### config.mk
export PLATFORM = sky130hd
export DESIGN_NAME = sel_pipe_stage
export DESIGN_NICKNAME = d
export VERILOG_FILES = /design/src/rtl/sel_pipe_stage.sv
export SDC_FILE = /design/constraint.sdc
export NUM_CORES = 1
export LEC_CHECK = 0
export CAP_MARGIN = 5
export CORE_AREA = 2 2 123 125
export CTS_CLUSTER_DIAMETER = 100
export DETAILED_ROUTE_END_ITERATION = 10
export DIE_AREA = 0 0 125 127
export MAX_ROUTING_LAYER = met4
export PLACE_DENSITY_LB_ADDON = 0.1
export SLEW_MARGIN = 30
export SYNTH_ARGS = -nofsm -noshare
export SYNTH_HDL_FRONTEND = slang
export SYNTH_SLANG_ARGS = --single-unit
### constraint.sdc
create_clock -name clk -period 2 [get_ports clk]
set_input_delay 0.3 -clock clk [delete_from_list [all_inputs] [get_ports clk]]
set_output_delay 0.3 -clock clk [all_outputs]
set_load 0.1 [all_outputs]
### src/rtl/sel_pipe_stage.sv
// sel_pipe_stage: N-way, W-bit registered selector with valid/ready
// handshake and a one-entry skid buffer.
//
// An operand is picked from in_data by in_sel and registered into the main
// register (out_*). If downstream stalls while a beat is being accepted, that
// beat parks in the skid register so in_ready can be a pure register output.
// Select codes at or above N_IN yield zero data, raise out_err and bump a
// saturating error counter.
//
// Ports:
//   clk        rising-edge clock
//   rst_n      synchronous active-low reset
//   flush      synchronous squash of all held beats (data registers retained)
//   in_data    N_IN packed inputs, input k at [k*WIDTH +: WIDTH]
//   in_sel     select code
//   in_valid   upstream offers in_data/in_sel
//   in_ready   stage can accept this cycle (registered)
//   out_data   selected, registered data
//   out_err    out_data came from an out-of-range select
//   out_valid  out_data/out_err valid
//   out_ready  downstream accepts this cycle
//   err_cnt    saturating count of accepted out-of-range selects

module sel_pipe_stage #(
    parameter int unsigned WIDTH = 32,
    parameter int unsigned N_IN  = 8,
    parameter int unsigned SEL_W = (N_IN > 1) ? $clog2(N_IN) : 1,
    parameter int unsigned CNT_W = 16
) (
    input  logic                    clk,
    input  logic                    rst_n,
    input  logic                    flush,
    input  logic [N_IN*WIDTH-1:0]   in_data,
    input  logic [SEL_W-1:0]        in_sel,
    input  logic                    in_valid,
    output logic                    in_ready,
    output logic [WIDTH-1:0]        out_data,
    output logic                    out_err,
    output logic                    out_valid,
    input  logic                    out_ready,
    output logic [CNT_W-1:0]        err_cnt
);

    localparam int unsigned SEL_CMP_W = 32;

    // Select: one-hot decode of in_sel, then an AND-OR chain over the inputs
    logic [N_IN-1:0]            hit;
    logic [N_IN:0][WIDTH-1:0]   sel_chain;
    logic [WIDTH-1:0]           sel_data;
    logic                       sel_err;

    assign sel_chain[0] = '0;

    for (genvar g = 0; g < N_IN; g++) begin : g_sel
        assign hit[g]         = (SEL_CMP_W'(in_sel) == SEL_CMP_W'(g));
        assign sel_chain[g+1] = sel_chain[g] |
                                (hit[g] ? in_data[g*WIDTH +: WIDTH] : '0);
    end

    // No decode hit means the code is out of range; data is then all zeros
    assign sel_data = sel_chain[N_IN];
    assign sel_err  = ~|hit;

    // Skid register
    logic               s_valid;
    logic [WIDTH-1:0]   s_data;
    logic               s_err;

    // Next-state values
    logic               out_valid_nxt;
    logic [WIDTH-1:0]   out_data_nxt;
    logic               out_err_nxt;
    logic               s_valid_nxt;
    logic [WIDTH-1:0]   s_data_nxt;
    logic               s_err_nxt;
    logic               in_ready_nxt;
    logic [CNT_W-1:0]   err_cnt_nxt;

    logic               acc;
    logic               m_free;

    assign acc    = in_valid & in_ready;
    assign m_free = ~out_valid | out_ready;

    // Next-state logic: flush first, then refill M (from S before new input),
    // else park an accepted beat in S while M is stalled
    always_comb begin
        out_valid_nxt = out_valid;
        out_data_nxt  = out_data;
        out_err_nxt   = out_err;
        s_valid_nxt   = s_valid;
        s_data_nxt    = s_data;
        s_err_nxt     = s_err;
        err_cnt_nxt   = err_cnt;

        if (flush) begin
            out_valid_nxt = 1'b0;
            s_valid_nxt   = 1'b0;
        end else if (m_free) begin
            if (s_valid) begin
                // in_ready was low, so nothing can be accepted here
                out_valid_nxt = 1'b1;
                out_data_nxt  = s_data;
                out_err_nxt   = s_err;
                s_valid_nxt   = 1'b0;
            end else if (acc) begin
                out_valid_nxt = 1'b1;
                out_data_nxt  = sel_data;
                out_err_nxt   = sel_err;
            end else begin
                out_valid_nxt = 1'b0;
            end
        end else if (acc) begin
            s_valid_nxt = 1'b1;
            s_data_nxt  = sel_data;
            s_err_nxt   = sel_err;
        end

        // Dropped-by-flush beats are not counted
        if (!flush && acc && sel_err && (err_cnt != {CNT_W{1'b1}})) begin
            err_cnt_nxt = err_cnt + CNT_W'(1);
        end

        in_ready_nxt = ~s_valid_nxt;
    end

    // State registers
    always_ff @(posedge clk) begin
        if (!rst_n) begin
            out_valid <= 1'b0;
            out_data  <= '0;
            out_err   <= 1'b0;
            s_valid   <= 1'b0;
            s_data    <= '0;
            s_err     <= 1'b0;
            in_ready  <= 1'b1;
            err_cnt   <= '0;
        end else begin
            out_valid <= out_valid_nxt;
            out_data  <= out_data_nxt;
            out_err   <= out_err_nxt;
            s_valid   <= s_valid_nxt;
            s_data    <= s_data_nxt;
            s_err     <= s_err_nxt;
            in_ready  <= in_ready_nxt;
            err_cnt   <= err_cnt_nxt;
        end
    end

    // Structural invariants
    a_ready_mirrors_skid: assert property (@(posedge clk) disable iff (!rst_n)
        in_ready == ~s_valid);

    a_skid_implies_main: assert property (@(posedge clk) disable iff (!rst_n)
        !(s_valid && !out_valid));

    a_stall_stable: assert property (@(posedge clk) disable iff (!rst_n)
        (out_valid && !out_ready) |=> ($stable(out_data) && $stable(out_err)));

endmodule

==> flow_summary.toml <==
[status]
run_status = "complete, no violations"

[synth]
netlist_instances = 398
post_synth.cell_area_avg_um2 = 12.4
post_synth_and_or_nand_nor_area_fraction_pct = 6.54
syn_warnings = 0
synth_async_sr_flop_share_pct = 0
ys_ff_latch = 85
synth_enable_flop_cells = 0
synth.net_count = 662
synthesis.area_um2 = 4950
synth.mux.area_fraction_pct = 35.6
synth_ff_type = "dfxtp_1"
synth_compound_area_share_pct = 17.8
synth-xor-area-share_pct = 0
main_combinational_cell_family_by_area_after_synthesis = "multiplexers"
synth.yosys.seq_area_share_pct = 34.4
synthAdderAreaFrac_pct = 0
synth.lib_cells_used.distinct = 24

[placement]
post-place-ws_ns = 0.0788
dpl-instance-area_um2 = 8220
post_dp_hpwl_mm = 14.4
finalWeightedCongestion = 0.890
placed_cells = 875
placement.io_buffers = 314

[cells_and_area]
filler_free_cell_count_of_the_finished_design = 890
layout_commonest_cell = "clkdlybuf4s50_1"
most-common-layout-cells = "clkdlybuf4s50_1, dfxtp_1, buf_4, mux4_2, nand3_1"
synthToLayoutAreaGrowth_pct = 71.7
final_core_util_pct = 58.9
final_layout_size_suffix_gt1_share_pct = 23.8
finalNetCount = 966
final_area_um2 = 8500

[critical_path]
critical_path_buf_inv_count = 1
crit_path_leading_delay_family = "simple AND/OR/NAND/NOR gates"
critical_path.endpoint_type = "register"
worstPathArrival_ns = 1.86
regToRegEndpoint = "out_data[14]"
max_stage_delay_ns = 0.65
critPathSlowestCell = "nor2b_4"
worstPathRequired_ns = 2.23
crit_path_class = "in -> reg"
r2r_setup_slack_ns = 0.47
timing.critical_path.fanout_max = 33
worstRegToRegCells = 3
worst_setup_path_start_kind = "input pin"
critical_path.cell_chain = "clkdlybuf4s50_1 -> nor2b_4 -> o311ai_0 -> o221ai_1"
r2r-start = "out_valid"

[global_route]
grt_pass1_wl_mm = 28.9
grt.overflow.total = 0
grt_util_all_layers_pct = 23.3
first_global_vias = 5471
antenna_found_initial = 1
grt_max_degree = 64

[timing]
total_negative_setup_slacks_ns = 0
post-route-worst-setup-slack_ns = 0.376
period_needed_ns = 1.62
finalSetupViolations = 0
relSlewSlack_pct = 46.8
timing.final.max_slew_violations = 0
clock_skew_ns = 0.00349
fmax_mhz = 616
worst_slew_pin_slew_ns = 0.796
timing.final.crit_share_pct = 81.2
whs_ns = 0.295
rsz0062_at_grt = "no"
hold_viol_final = 0

[hold_path]
hold_start = "rst_n"
capture_endpoint_of_the_worst_hold_path = "out_valid"
hold_path.class = "in -> reg"
worstHoldPathCells = 3

[clock_tree]
post_cts_resized = 0
cts_setup_buffers = 0
ctsHoldBuffers = 0
cts.root.buffer_cell = "clkbuf_16"
clock_sink_count = 85
cts_htree_levels = 3
cts.clk_slew.worst_paths_ns = 0.06
cts_tree = "yes"
clock_insertion_delay_worst_skew_ns = 0.33
cts_buffers = 9
max-clock-path-buffers = 2

[pwr]
power.density_nw_per_um2 = 576
seqPwrFrac_pct = 36.1
power.share.combinational_pct = 31.2
leakage_nw = 3.13
p_int_mw = 3.55
vdd_ir_drop_max_mv = 0.407
p_sw_share_pct = 27.6
overall_power_mw = 4.90
clkPwrFrac_pct = 32.6
switching_power_of_the_nets_mw = 1.35

[die]
pin_count = 315
core-area_um2 = 14400
core.rowCount = 44
dieArea_um2 = 15900
die_h_um = 127
initial_core_util_pct = 34.3
chipWidth_um = 125

[routing]
wirelength_mm = 18.3
viasPerCell = 5.64
avgRoutedWirePerCell_um = 20.5
detail_route.drc_violations = 0
routed-via-count = 5017
first_pass_iters = 5
drt_iter0_markers = 327
route.antenna.remaining_nets = 0

[run]
cap_viol_max_count = 0
final cells by class:
cell class | instances | area, µm²
Antenna cell | 1 | 2.50
Sequential cell | 85 | 1700
Multi-Input combinational cell | 257 | 2980
Inverter | 2 | 7.51
Fill cell | 1196 | 5920
Clock inverter | 2 | 35.0
Clock buffer | 12 | 246
Tap cell | 184 | 230
Timing Repair Buffer | 347 | 3300
tightest hold or removal path: stages:
cell and delay (ns):
buf_2 0.13, nand2b_1 0.10, a21oi_1 0.05
power by group through the flow:
stage               combinational, mW  clock [mW]  sequential (mW)
floorplan                       0.498           0             2.11
global placement                 1.52           0             1.81
detailed placement               1.54           0             1.81
CTS                              1.54        1.63             1.77
global route                     1.61        1.70             1.78
finish                           1.53        1.60             1.77
synthesized netlist by cell type, drive strengths merged, types with 17 or more instances:
library cell / instances / area [µm²]
dfxtp: 85 / 1700
mux2i: 32 / 320
o311ai: 32 / 280
o221ai: 32 / 280
mux4: 64 / 1440
o2bb2ai: 32 / 280
clkbuf: 32 / 121
and2: 17 / 106
buf: 22 / 154
nand3: 33 / 165
worst max-delay path by stage:
stage / startpoint / endpoint / depth (start not counted)
detailed placement: flush / out_data[14] / 4
global route: flush / out_data[24] / 4
global placement: out_ready / out_data[29] / 4
finish: out_ready / out_data[14] / 4
floorplan: out_valid / s_data[13] / 5
CTS: out_ready / s_data[15] / 5
logic make-up (layout without fill, tap and decap cells):
family	count (synthesis)	count (layout)
compound gates	102	102
mux	96	96
flops	85	85
simple gates	59	59
buf+inv	56	363
other cells	0	1
registers in the layout (all words and copies together), names as in the netlist:
| signal | cells |
|---|---|
| out_data | 32 |
| s_data | 32 |
| err_cnt | 16 |
| in_ready | 1 |
| out_err | 1 |
| out_valid | 1 |
| s_err | 1 |
| s_valid | 1 |
routing by layer:
layer,track usage [%],routed length [µm],vias up
li1,-,-,2293
met1,29.0,7250,2455
met2,39.5,9520,237
met3,2.68,956,32
met4,8.63,544,0
met5,-,0,-
Power figures use the tool's default switching activity.
